**config.mk**
```make
export PLATFORM = sky130hd
export DESIGN_NAME = ttl_serial_shift_parity
export DESIGN_NICKNAME = d
export VERILOG_FILES = /design/src/rtl/ttl_serial_pkg.sv /design/src/rtl/ttl_serial_shift_parity.sv
export SDC_FILE = /design/constraint.sdc
export NUM_CORES = 1
export LEC_CHECK = 0
export ABC_AREA = 1
export CORE_MARGIN = 1.5
export CORE_UTILIZATION = 35
export CTS_BUF_LIST = sky130_fd_sc_hd__clkbuf_4 sky130_fd_sc_hd__clkbuf_8 sky130_fd_sc_hd__clkbuf_16
export CTS_CLUSTER_DIAMETER = 200
export CTS_CLUSTER_SIZE = 10
export DETAILED_ROUTE_END_ITERATION = 10
export DONT_BUFFER_PORTS = 1
export GPL_ROUTABILITY_DRIVEN = 1
export SLEW_MARGIN = 20
export SYNTH_ARGS = -nofsm -noshare
export SYNTH_HDL_FRONTEND = slang
export SYNTH_SLANG_ARGS = --single-unit
```
**constraint.sdc**
```tcl
create_clock -name clk_i -period 1 [get_ports clk_i]
set_input_delay 0 -clock clk_i [delete_from_list [all_inputs] [get_ports clk_i]]
set_output_delay 0 -clock clk_i [all_outputs]
set_load 0.02 [all_outputs]
```
**src/rtl/ttl_serial_pkg.sv**
```systemverilog
// ============================================================================
// ttl_serial_pkg : state encodings and parity-polarity constants for the
//                  serial parity checker/generator pair.  Rev 1.0
// ============================================================================
`default_nettype none

package ttl_serial_pkg;

   typedef enum logic [1:0] {
      ST_IDLE   = 2'd0,
      ST_DATA   = 2'd1,
      ST_PARITY = 2'd2
   } state_e;

   localparam logic c_parity_even = 1'b0;
   localparam logic c_parity_odd  = 1'b1;

   // Bit counter must be able to hold the value WIDTH itself.
   function automatic int cnt_width(input int w);
      return $clog2(w + 1);
   endfunction

endpackage

`default_nettype wire

```
**src/rtl/ttl_serial_shift_parity.sv**
```systemverilog
// ============================================================================
// ttl_serial_shift_parity : positional shift register, XOR accumulator and
//                           bit counter for one serial frame.  Rev 1.0
// ============================================================================
`default_nettype none

module ttl_serial_shift_parity
   import ttl_serial_pkg::*;
#(
   parameter int WIDTH = 8
) (
   input  logic                          clk_i,
   input  logic                          clear_i,
   input  logic                          load_i,
   input  logic                          shift_i,
   input  logic                          d_i,
   output logic [WIDTH-1:0]              shift_o,
   output logic                          acc_o,
   output logic [cnt_width(WIDTH)-1:0]   count_o
);

   localparam int CW = cnt_width(WIDTH);

   logic [WIDTH-1:0] shift_q, shift_d;
   logic             acc_q,   acc_d;
   logic [CW-1:0]    count_q, count_d;

   always_comb begin
      shift_d = shift_q;
      acc_d   = acc_q;
      count_d = count_q;
      if (load_i) begin
         shift_d    = '0;
         shift_d[0] = d_i;
         acc_d      = d_i;
         count_d    = CW'(1);
      end else if (shift_i && (count_q < CW'(WIDTH))) begin
         // Bit lands at the position given by the count, never past WIDTH.
         for (int i = 0; i < WIDTH; i++) begin
            if (count_q == CW'(i)) begin
               shift_d[i] = d_i;
            end
         end
         acc_d   = acc_q ^ d_i;
         count_d = count_q + CW'(1);
      end
   end

   always_ff @(posedge clk_i) begin
      if (clear_i) begin
         shift_q <= '0;
         acc_q   <= 1'b0;
         count_q <= '0;
      end else begin
         shift_q <= shift_d;
         acc_q   <= acc_d;
         count_q <= count_d;
      end
   end

   assign shift_o = shift_q;
   assign acc_o   = acc_q;
   assign count_o = count_q;

endmodule

`default_nettype wire

```
### Word level (Yosys, flattened, before mapping)

Cells that the tools add are included.
Widths: inputs -> output; s select.

| word-level totals | value |
|---|---|
| register bits after elaboration | 13 |
| input port bits | 5 |
| output and inout port bits | 13 |
| logic and storage cells | 41 |

| operators by class | value |
|---|---|
| $add $sub $neg | 1 |
| order comparisons | 1 |
| eq/ne operators | 7 |
| mux-type cells | 7 |
| bitwise gates (word level) | 1 |
| reductions and logical operators | 13 |

Operators with widths:

| cell | number |
|---|---|
| $eq 4x3->1 const B | 4 |
| $reduce_and 2->1 | 8 |
| $eq 4x2->1 const B | 2 |
| $mux 1 | 7 |
| $add 4x1->4 const B | 1 |
| $eq 4x1->1 const B | 1 |
| $logic_not 4->1 | 1 |
| $lt 4x4->1 const B | 1 |
| $reduce_bool 2->1 | 2 |
| $reduce_or 2->1 | 1 |
| $logic_and 1x1->1 | 1 |
| $xor 1x1->1 | 1 |

### Logic depth before layout (Yosys ltp)

Gate-level depths: netlist (run 1).

| logic depth | value |
|---|---|
| depth after elaboration | 4 |
| mapped depth | 7 |
| depth with buffers taken out | 7 |

### Worst setup path after synthesis (run 1)

No wires, ideal clock.

| timing | value |
|---|---|
| kind | reg2reg |
| start point | register count_q[0] (netlist: count_o[0]) |
| end point | register shift_q[0] (netlist: shift_o[0]) |
| setup time | 0.115 ns |
| arrival | 1.161 ns |
| data required time | 0.885 ns |
| setup slack | -0.277 ns |
| cell stages (with the launch flop) | 7 |
| path buffers | 0 |
| clock period less this slack | 1.277 ns |
| cell sequence | dfxtp_1 -> inv_1 -> ha_1 -> nand2_2 -> nand2_1 -> a21oi_1 -> nor2_1 |

| between the ends | value |
|---|---|
| longest elaborated chain between the ends | 4 |
| elaborated cells between the ends (all ways) | 6 |
| those cells by class | order compare: 1; reduce/logical: 5 |

RTL lines:

| element | line | RTL |
|---|---|---|
| from (decl) | ttl_serial_shift_parity.sv:26 | `logic [CW-1:0] count_q, count_d;` |
| from (signal assigned) | ttl_serial_shift_parity.sv:57 | `count_q <= count_d;` |
| $lt 4x4->1 | ttl_serial_shift_parity.sv:37 | `end else if (shift_i && (count_q < CW'(WIDTH))) begin` |
| $logic_and 1x1->1 | ttl_serial_shift_parity.sv:37 |  |
| $reduce_bool 2->1 (no source line) | n/a |  |
| $reduce_and 2->1 (no source line) * | n/a |  |
| to (signal assigned) | ttl_serial_shift_parity.sv:55 | `shift_q <= shift_d;` |
| to (decl) | ttl_serial_shift_parity.sv:24 | `logic [WIDTH-1:0] shift_q, shift_d;` |

Every way passes the cells marked *; elsewhere a longest branch is shown, timed or not.
A chain may end at the register's enable or synchronous reset.

### Worst setup path after layout (run 1)

| timing | value |
|---|---|
| start point | register count_q[0] (netlist: count_o[0]) |
| end point | register shift_q[6] (netlist: shift_o[6]) |

| between the ends | value |
|---|---|
| longest elaborated chain between the ends | 3 |
| elaborated cells between the ends (all ways) | 4 |
| those cells by class | order compare: 1; eq/ne: 1; reduce/logical: 2 |

RTL lines:

| element | line |
|---|---|
| $lt 4x4->1 | ttl_serial_shift_parity.sv:37 |
| $logic_and 1x1->1 | ttl_serial_shift_parity.sv:37 |
| $reduce_and 2->1 (no source line) * | n/a |

Marks and branches as above.

==> summary.txt, run 1 <==
status = finished, violations left
violations in the final reports = hold timing, setup timing
capturing element type of the critical path = register
CTS sink count = 13
number of DRC violations after detailed-routing iteration 0 = 10
Worst Hold Slack = -0.0334 ns
Initial DRT Pass Iterations = 4
kind of critical path = reg -> reg
grt ovf = 0
number of cells on the worst reg-to-reg path = 6
Hold Path Class = in -> reg
Worst Hold Path EP = shift_o[4]
f_max = 963 MHz
CTS clock-pin slew for the worst setup and hold paths = 0.09 ns
Synth-to-Final Area Change = 34.1%
maximum net fanout on the critical path = 4
post-route insts no fill = 143
unrepaired setup endpoints after global routing = true
fraction of final layout cells sized beyond drive strength 1 = 42.2%
count of vias placed by the detailed router = 652
Clk Tree Root Cell = sky130_fd_sc_hd__clkbuf_4
total length of routed wires = 1.54 mm
met3 track utilization from global routing = 3.33%
Worst Skew = 0.00764 ns
Vert. Die Dim = 48.1 um
H-Tree Depth = 1
total CTS buffers = 3
die footprint = 2310 um^2
Chip Width = 48.1 um
ports placed on the boundary = 18
GRT busiest layer = met2
final number of setup-violating endpoints = 5
Mapped Avg Cell Area = 7.57 um^2
Synthesized Nets = 103
Global Route Usage Sum = 15.1%
cell depth of the worst min-delay path = 3
Yosys Warn Count = 0
worst reg2reg path endpoint = shift_o[6]
commonest cells after routing, fill and taps aside = sky130_fd_sc_hd__nor2_1 (19), sky130_fd_sc_hd__nand2_1 (17), sky130_fd_sc_hd__buf_4 (15), sky130_fd_sc_hd__dfxtp_1 (9), sky130_fd_sc_hd__nand4_1 (7)
Final Wtd Congestion = 0.794
power per cell area = 1140 nW/um^2
Worst Setup Slack post-DPL = -0.0338 ns
worst rel slew slack = 82.0%
post-detailed-route count of antenna-violating nets = 0
Final Cycle Share = 104%
number of standard-cell rows in the floorplan = 16
maximum number of pins on one net before global-route repair = 11
Slew @ Worst Pin = 0.269 ns
post-synthesis instance area = 712 um^2
share of synthesized area occupied by flip-flops and latches = 36.6%
fin. max-slew vios = 0
worst path arrival time = 1.24 ns
met2 usage = 24.5%
layout net count = 126
utilization after layout = 49.2%
source-to-sink clock delay at the later pin of the worst-skew pair = 0.28 ns
kind of launch point of the worst setup path = register
hpwl dp = 1.11 mm
via count of the first global-routing pass = 571
routed wirelength normalized by instance count = 10.8 um
number of cells produced by synthesis = 94
number of antenna violations at the first check in global routing = 0
cell types with the largest area share after synthesis = sky130_fd_sc_hd__dfxtp_1 (37%), sky130_fd_sc_hd__nor2_1 (10%), sky130_fd_sc_hd__nand2_1 (9.5%)
cell type with the largest total area after synthesis = sky130_fd_sc_hd__dfxtp_1
number of diodes = 0
area inside the core boundary = 1940 um^2
most frequent standard cell in the layout excluding fill and tap cells = sky130_fd_sc_hd__nor2_1
startpoint of the tightest hold check path = shift_i
DRC = 0
Leak = 0.000436 uW
Min Clock Period, post-route = 1.04 ns
wire length of the first global-routing pass = 2.46 mm
number of buffers inserted by port buffering = 0
clock tree from TritonCTS = done
register bit total from synthesis = 13
slack of the critical path = -0.0387 ns
fraction of post-synthesis cell area in the top cell type by area = 36.6%
Placed Cells incl. Taps = 133
number of maximum-capacitance constraint violations = 0
Vias per Instance = 4.56
global routing met1 resource utilization = 20.7%
Hold Vio Cnt, Final = 4
initial standard-cell utilization of the core = 36.7%
maximum vdd ir drop = 0.678 mV
Critical Path RT = 1.20 ns
Reg2Reg Setup Slack = -0.04 ns
library cells used by synthesis = 21
R2R Path Start = count_o[0]
deepest clock path buffer count = 2
[stage by stage]
stage               area, um^2  power (uW)  setup TNS, ns  hold slack, ns
finish                     955        1090        -0.0948         -0.0334
global route               955        1140         -0.774        0.000394
CTS                        932        1080         -0.148          -0.119
detailed placement         850         710        -0.0362          0.0551
global placement           850         708        -0.0166          0.0548
floorplan                  733         681              0          0.0533
[how the worst max path moves through the flow]
stage | from | slack (ns) | endpoint
2_1_floorplan | count_o[0] | 0.004 | shift_o[6]
3_3_place_gp | count_o[0] | -0.01 | shift_o[6]
3_5_place_dp | count_o[0] | -0.03 | shift_o[6]
4_1_cts | count_o[0] | -0.03 | shift_o[4]
5_1_grt | count_o[1] | -0.11 | shift_o[5]
6_report | count_o[0] | -0.04 | shift_o[6]
[what timing repair did]
item                                   4_1_cts  5_1_grt
pin swaps                                    1        0
endpoints found under the hold margin       13        5
resized for setup                            2        2
setup endpoints to repair                    9       11
setup buffers                                0        1
gates cloned                                 0        0
hold buffers                                 4        1
[flip-flops by register name, summed over array words and instances, names as in the netlist]
register,flops
acc_o,1
shift_o,8
count_o,4
[cells in the mapped netlist]
cell and instances:
sky130_fd_sc_hd__a21oi_2 3, sky130_fd_sc_hd__ha_1 4, sky130_fd_sc_hd__nor2_1 19, sky130_fd_sc_hd__nor2_2 1, sky130_fd_sc_hd__inv_2 5, sky130_fd_sc_hd__a21oi_1 2, sky130_fd_sc_hd__nand3_1 2, sky130_fd_sc_hd__nand2_2 1
sky130_fd_sc_hd__nand4_1 7, sky130_fd_sc_hd__nand4_2 1, sky130_fd_sc_hd__o21ai_2 2, sky130_fd_sc_hd__nand3_2 2, sky130_fd_sc_hd__o21ai_1 1, sky130_fd_sc_hd__buf_6 2, sky130_fd_sc_hd__nand2_1 18, sky130_fd_sc_hd__a21boi_1 1
sky130_fd_sc_hd__dfxtp_1 13, sky130_fd_sc_hd__inv_4 1, sky130_fd_sc_hd__nand2_4 2, sky130_fd_sc_hd__inv_1 6, sky130_fd_sc_hd__nor3_1 1
[metal layers]
layer	part of all wire (%)	wire, um
met5	0	0
met1	49	754
met2	45	701
met4	0.78	12
met3	4.9	75
[logic make-up (layout without fill, tap and decap cells)]
group / Yosys count / count (layout) / synth area share (%)
AND/OR/NAND/NOR: 54 / 54 / 37.3
flip-flops: 13 / 13 / 36.6
buffers and inverters: 14 / 36 / 9.84
AO/OA/AOI/OAI: 9 / 9 / 9.32
adder cells (fa/ha/maj): 4 / 4 / 7.03
[where the power goes]
| group | switching (uW) | internal, uW | total, uW | leakage (uW) |
|---|---|---|---|---|
| combinational | 101 | 77.6 | 179 | 0.000309 |
| clock | 176 | 182 | 358 | 0.0000184 |
| sequential | 21.4 | 531 | 552 | 0.000108 |
| total | 299 | 790 | 1090 | 0.000436 |
[area by class of cell]
type	count	area, um^2
Fill cell	201	987
Multi-Input combinational cell	67	408
Sequential cell	13	270
Timing Repair Buffer	20	163
Inverter	12	50.0
Tap cell	27	33.8
Clock buffer	4	30.0
[critical path, cell delays in order, from the launching register on]
cell	delay, ns
sky130_fd_sc_hd__dfxtp_4	0.37
sky130_fd_sc_hd__inv_4	0.07
sky130_fd_sc_hd__ha_4	0.14
sky130_fd_sc_hd__nand4_1	0.12
sky130_fd_sc_hd__nand2_1	0.09
sky130_fd_sc_hd__nand2_1	0.05
sky130_fd_sc_hd__nor2_1	0.12
Note: power is estimated with default switching activity, not from simulation.
==> run 2: changes to the inputs <==
Settings changed: ABC_AREA 1 to not set, PLACE_DENSITY_LB_ADDON set to 0.05.
==> run 2 against run 1 <==
  * The flow finishes with violations (DRC, setup timing)
  * Synthesized cell count is 32% lower
  * Clock skew is 0.0058 ns lower
  * Largest cell class unchanged
  * Sequential share of layout area is 2.7 points higher
  * Global-route usage is 0.48 points higher
  * Die area is 14% lower
  * Register-to-register slack better by 0.03 ns
  * Non-clock buffer count is 1 higher
==> summary.txt, run 2 <==
status = finished, violations left
violations in the final reports = DRC, setup timing
die footprint = 2000 um^2 (-14%)
Mapped Avg Cell Area = 9.52 um^2 (+26%)
clock tree from TritonCTS = done
Final Wtd Congestion = 0.770 (-3.1%)
DRC = 2 (+2)
CTS clock-pin slew for the worst setup and hold paths = 0.07 ns (-0.02 ns)
initial standard-cell utilization of the core = 39.1% (+2.4 points)
total length of routed wires = 1.27 mm (-18%)
Largest delay share family, worst path = flip-flops
slack of the critical path = -0.00598 ns (+0.0327 ns)
hpwl dp = 919 um (-17%)
Hold Vio Cnt, Final = 0 (-4)
cell types with the largest area share after synthesis = sky130_fd_sc_hd__dfxtp_1 (43%), sky130_fd_sc_hd__mux2i_1 (15%), sky130_fd_sc_hd__nand2_1 (9.2%)
PnR Total Power = 1030 uW (-5.2%)
longest individual stage delay on the worst path = 0.36 ns (about the same)
Slew @ Worst Pin = 0.246 ns (-0.0228 ns)
Yosys Warn Count = 0 (unchanged)
deepest clock path buffer count = 2 (unchanged)
ports placed on the boundary = 18 (unchanged)
Post-Synth Simple-Gate Area = 23.8% (-13 points)
most frequent standard cell in the layout excluding fill and tap cells = sky130_fd_sc_hd__buf_4
CTS sink count = 13 (unchanged)
fraction of post-synthesis cell area in the top cell type by area = 42.7% (+6.2 points)
xor-xnor portion of the synthesized cell area = 1.44% (+1.4 points)
maximum net fanout on the critical path = 4 (unchanged)
Vert. Die Dim = 44.7 um (-7.0%)
total CTS buffers = 3 (unchanged)
f_max = 994 MHz (+3.3%)
source-to-sink clock delay at the later pin of the worst-skew pair = 0.27 ns (about the same)
commonest cells after routing, fill and taps aside = sky130_fd_sc_hd__buf_4 (16), sky130_fd_sc_hd__nand2_1 (15), sky130_fd_sc_hd__mux2i_1 (9), sky130_fd_sc_hd__dfxtp_1 (9)
number of flip-flops in the largest register = 8 (unchanged)
number of antenna violations at the first check in global routing = 0 (unchanged)
kind of launch point of the worst setup path = register
Synth-to-Final Area Change = 44.6%
number of diodes = 0 (unchanged)
library cells used by synthesis = 20 (-4.8%)
capturing element type of the critical path = register
Final Cycle Share = 101% (-3.3 points)
combined area of the multi-input logic cells = 375 um^2 (-8.0%)
via count of the first global-routing pass = 507 (-11%)
FILL cells = 155 (-23%)
kind of critical path = reg -> reg
number of cells produced by synthesis = 64 (-32%)
fraction of final layout cells sized beyond drive strength 1 = 40.4% (-1.8 points)
count of vias placed by the detailed router = 508 (-22%)
layout net count = 99 (-21%)
unrepaired setup endpoints after global routing = true
fin. max-slew vios = 0 (unchanged)
routed wirelength normalized by instance count = 12.0 um (+12%)
number of enable-type register cells in the synthesized netlist = 0 (unchanged)
share of flip-flops with an asynchronous set or reset = 0% (unchanged)
Hold Path Class = in -> reg
Adder-Cell Fraction of Synth Area = 8.21% (+1.2 points)
grt ovf = 0 (unchanged)
number of standard-cell rows in the floorplan = 14 (-2)
post-detailed-route count of antenna-violating nets = 0 (unchanged)
wire length of the first global-routing pass = 2.17 mm (-12%)
cell type with the largest total area after synthesis = sky130_fd_sc_hd__dfxtp_1
worst rel slew slack = 83.6% (+1.6 points)
combined buffer and inverter count along the critical path = 1 (unchanged)
utilization after layout = 56.5% (+7.3 points)
cell with the biggest individual delay on the critical path = sky130_fd_sc_hd__dfxtp_4
Worst Skew = 0.00182 ns (-0.00583 ns)
Synth top cells by count = sky130_fd_sc_hd__nand2_1 (15), sky130_fd_sc_hd__dfxtp_1 (13), sky130_fd_sc_hd__mux2i_1 (9)
maximum number of pins on one net before global-route repair = 8 (-3)
Min Clock Period, post-route = 1.01 ns (-0.0327 ns)
synthesized-area fraction occupied by ao, oa, aoi and oai cells = 7.19% (-2.1 points)
Leak = 0.000418 uW (-4.0%)
post-synthesis instance area = 609 um^2 (-14%)
number of DRC violations after detailed-routing iteration 0 = 5 (-5)
Critical Path RT = 1.17 ns (-0.03 ns)
Clk Tree Root Cell = sky130_fd_sc_hd__clkbuf_4
main combinational cell family by area after synthesis = simple AND/OR/NAND/NOR gates
share of synthesized area occupied by flip-flops and latches = 42.7% (+6.2 points)
maximum vdd ir drop = 0.831 mV (+23%)
register bit total from synthesis = 13 (unchanged)
Vias per Instance = 4.84 (+6.1%)
H-Tree Depth = 1 (unchanged)
commonest register cell after synthesis = sky130_fd_sc_hd__dfxtp_1
area inside the core boundary = 1560 um^2 (-20%)
sum of negative setup slack = -0.0120 ns (+0.0828 ns)
number of maximum-capacitance constraint violations = 0 (unchanged)
final number of setup-violating endpoints = 2 (-3)
most repeated cell in the gate-level netlist after synthesis = sky130_fd_sc_hd__nand2_1
number of buffers inserted by port buffering = 0 (unchanged)
FF+latch area = 273 um^2 (+0.93%)
cells along the critical path = buf_6, nor2b_4, mux2i_1, nor2_1
Chip Width = 44.7 um (-7.0%)
Global Route Usage Sum = 15.6% (+0.48 points)
Synthesized Nets = 73 (-29%)
worst path arrival time = 1.18 ns (-0.06 ns)
power per cell area = 1170 nW/um^2 (+2.7%)
Initial DRT Pass Iterations = 6 (+2)
portion of netlist area occupied by mux cells = 14.8% (+15 points)
## run 2: cell types whose count changed in the layout (fill, tap and decap cells not counted), sizes merged, moves of 3 or more
cell   change
nor2      -17
inv        -9
mux2i      +9
nand4      -8
nand2      -6
nand3      -3
## run 2: worst paths after layout
kind	from	endpoint	slack [ns]	cells past startpoint
min reg2reg	shift_o[1]	shift_o[1]	0.46	2
max reg2reg	count_o[3]	count_o[1]	-0.006	4
max	count_o[3]	count_o[1]	-0.006	4
min	d_i	shift_o[2]	0.03	2
## run 2: cell type report
type | instances | area share [%]
clock buffers | 4 | 3.41
inverters | 3 | 1.28
multi-input cells | 48 | 42.6
flip-flops and latches | 13 | 31.0
well taps | 16 | 2.27
repair buffers | 21 | 19.5
## run 2: power by group
group | leakage, uW | internal [uW] | switching (uW)
clock network | 0.0000184 | 182 | 162
registers | 0.000108 | 525 | 11.7
logic | 0.000292 | 75.6 | 75.6
## run 2: worst reg2reg max path, cell delays in order (launching register included)
cell	delay, ns
sky130_fd_sc_hd__dfxtp_4	0.36
sky130_fd_sc_hd__buf_6	0.13
sky130_fd_sc_hd__nor2b_4	0.16
sky130_fd_sc_hd__mux2i_1	0.20
sky130_fd_sc_hd__nor2_1	0.05
## run 2: logic make-up (layout without fill, tap and decap cells)
group | count (synthesis) | in the layout
buffers and inverters | 3 | 28
DFF | 13 | 13
xor gates and xnor gates | 1 | 1
AOI/OAI and AO/OA | 7 | 7
muxes | 9 | 9
adders and majority gates | 4 | 4
and+or+nand+nor | 27 | 27
## run 2: stage by stage
step / cell area [um^2] / setup slack [ns] / hold slack, ns / std cells
6_report: 881 / -0.00598 / 0.0290 / 105
5_1_grt: 881 / -0.0664 / 0.0228 / 105
4_1_cts: 860 / -0.00101 / 0.0285 / 105
3_5_place_dp: 772 / -0.0212 / 0.0622 / 96
3_3_place_gp: 772 / -0.0254 / 0.0641 / 96
2_1_floorplan: 632 / -0.0105 / 0.0594 / 64
## run 2: routing by layer
layer  up-vias  wire (um)  GRT usage, %
li1        270          -             -
met1       222        547          17.4
met2        14        621          25.8
met3         2         85          7.60
met4         0         10          5.45
met5         -          0             0
## run 2: timing repair
item,4_1_cts,5_1_grt
pin swaps,2,2
endpoints found under the setup margin,2,11
hold endpoints to repair,6,0
gates resized for setup,2,6
hold buffers,4,0
buffers inserted,1,0
==> run 3: changes to the inputs <==
Settings changed: HOLD_SLACK_MARGIN set to 0.06, PLACE_DENSITY_LB_ADDON 0.05 to not set.
Clock period 1 ns to 1.2 ns, I/O delays scaled along.
==> run 3 against run 2 <==
  * The flow finishes with violations (DRC)
  * Sequential power decreased by 15%
  * Clock power decreased by 15%
  * Final cell count decreased by 11%
  * Design area decreased by 16%
  * Register-to-register slack improved by 0.08 ns
  * Largest power group unchanged
  * Highest routed layer unchanged
==> summary.txt, run 3 (same netlist as run 2, synthesis figures left out) <==
DRC = 1 (-1)
Initial DRT Pass Iterations = 7 (+1)
number of diodes = 0 (unchanged)
Global Route Usage Sum = 13.8% (-1.8 points)
Slew @ Worst Pin = 0.255 ns (+0.00955 ns)
total CTS buffers = 3 (unchanged)
maximum number of pins on one net before global-route repair = 8 (unchanged)
violations in the final reports = DRC
number of maximum-capacitance constraint violations = 0 (unchanged)
layout net count = 87 (-12%)
clock tree from TritonCTS = done
number of antenna violations at the first check in global routing = 0 (unchanged)
Chip Width = 44.7 um (unchanged)
Vert. Die Dim = 44.7 um (unchanged)
Vias per Instance = 5.02 (+3.8%)
number of buffers inserted by port buffering = 0 (unchanged)
capturing element type of the critical path = register
maximum vdd ir drop = 0.903 mV (+8.7%)
slack of the critical path = 0.0770 ns (+0.0830 ns)
worst rel slew slack = 83.0% (-0.64 points)
Worst Setup Slack post-DPL = 0.0743 ns (+0.0955 ns)
area inside the core boundary = 1560 um^2 (unchanged)
fraction of final layout cells sized beyond drive strength 1 = 18.2% (-22 points)
number of DRC violations after detailed-routing iteration 0 = 5 (unchanged)
power per cell area = 1140 nW/um^2 (-2.3%)
deepest clock path buffer count = 2 (unchanged)
worst path arrival time = 1.33 ns (+0.15 ns)
Critical Path RT = 1.41 ns (+0.24 ns)
post-route insts no fill = 93 (-11%)
final number of setup-violating endpoints = 0 (-2)
Final Wtd Congestion = 0.752 (-2.3%)
Synth-to-Final Area Change = 21.1%
ports placed on the boundary = 18 (unchanged)
f_max = 891 MHz (-10%)
# Post-CTS Setup Buffers = 0 (-1)
total length of routed wires = 1.17 mm (-7.7%)
maximum net fanout on the critical path = 4 (unchanged)
CTS clock-pin slew for the worst setup and hold paths = 0.08 ns (about the same)
sum of negative setup slack = 0 ns (+0.0120 ns)
FILL cells = 145 (-6.5%)
source-to-sink clock delay at the later pin of the worst-skew pair = 0.27 ns (about the same)
Leak = 0.000342 uW (-18%)
initial standard-cell utilization of the core = 39.1% (unchanged)
status = finished, violations left
fin. max-slew vios = 0 (unchanged)
post-route cell area = 738 um^2 (-16%)
Clk Tree Root Cell = sky130_fd_sc_hd__clkbuf_4
hpwl dp = 853 um (-7.2%)
most frequent standard cell in the layout excluding fill and tap cells = sky130_fd_sc_hd__nand2_1
die footprint = 2000 um^2 (unchanged)
post-detailed-route count of antenna-violating nets = 0 (unchanged)
Hold Vio Cnt, Final = 0 (unchanged)
via count of the first global-routing pass = 452 (-11%)
cell area after placement = 668 um^2 (-13%)
Hold Path Class = in -> reg
count of vias placed by the detailed router = 467 (-8.1%)
combined area of the multi-input logic cells = 338 um^2 (-10%)
Worst Skew = 0.000584 ns (-0.00123 ns)
Final Cycle Share = 93.6% (-7.0 points)
Min Clock Period, post-route = 1.12 ns (+0.117 ns)
kind of critical path = reg -> reg
H-Tree Depth = 1 (unchanged)
Placed Cells incl. Taps = 85 (-11%)
wire length of the first global-routing pass = 1.96 mm (-9.6%)
number of standard-cell rows in the floorplan = 14 (unchanged)
CTS sink count = 13 (unchanged)
commonest cells after routing, fill and taps aside = sky130_fd_sc_hd__nand2_1 (15), sky130_fd_sc_hd__dfxtp_1 (12), sky130_fd_sc_hd__mux2i_1 (9), sky130_fd_sc_hd__buf_4 (5)
routed wirelength normalized by instance count = 12.6 um (+4.2%)
number of flip-flops in the largest register = 8 (unchanged)
kind of launch point of the worst setup path = register
FF+latch area = 262 um^2 (-4.1%)
unrepaired setup endpoints after global routing = false
grt ovf = 0 (unchanged)
run 3: worst paths after layout:
path         startpoint         end  slack (ns)  cells after the start
min reg2reg  shift_o[5]  shift_o[5]        0.56                      2
min             shift_i       acc_o        0.07                      3
max          count_o[1]  shift_o[0]        0.08                      4
max reg2reg  count_o[1]  shift_o[0]        0.08                      4
run 3: timing repair:
action                                 4_1_cts  5_1_grt
hold buffers                                 4        0
resized for setup                            0        0
setup endpoints to repair                    0        0
endpoints found under the hold margin       13        0
run 3: through the flow:
| stage | hold slack, ns | util [%] | power, uW |
|---|---|---|---|
| 2_1_floorplan | 0.0617 | - | 523 |
| 3_3_place_gp | 0.0651 | 42.9 | 544 |
| 3_5_place_dp | 0.0664 | 42.9 | 544 |
| 4_1_cts | 0.0608 | 47.4 | 857 |
| 5_1_grt | 0.0640 | 47.4 | 897 |
| 6_report | 0.0715 | 47.4 | 844 |
run 3: area by class of cell:
type                       count  area share [%]
inverter                       3            1.53
tap                           16            2.71
multi-input combinational     48            45.8
clock buffer                   4            4.07
timing repair buffer           9            10.5
sequential                    13            35.4
run 3: per-layer routing:
layer  wire [um]  vias up  GRT usage (%)
met5           0        -              0
met4          17        0           7.27
met3          89        2           6.80
met2         550       13           21.4
met1         510      213           15.6
li1            -      239              -
run 3: power by group:
part           switching (uW)  internal [uW]
clock network             143            151
logic                    48.4           43.8
registers                16.0            442
total                     207            637
run 3: worst max-delay path, stage by stage, from the launching register on:
cell                      delay, ns
sky130_fd_sc_hd__dfxtp_1       0.38
sky130_fd_sc_hd__inv_1         0.08
sky130_fd_sc_hd__ha_1          0.20
sky130_fd_sc_hd__a21oi_1       0.19
sky130_fd_sc_hd__mux2i_1       0.20
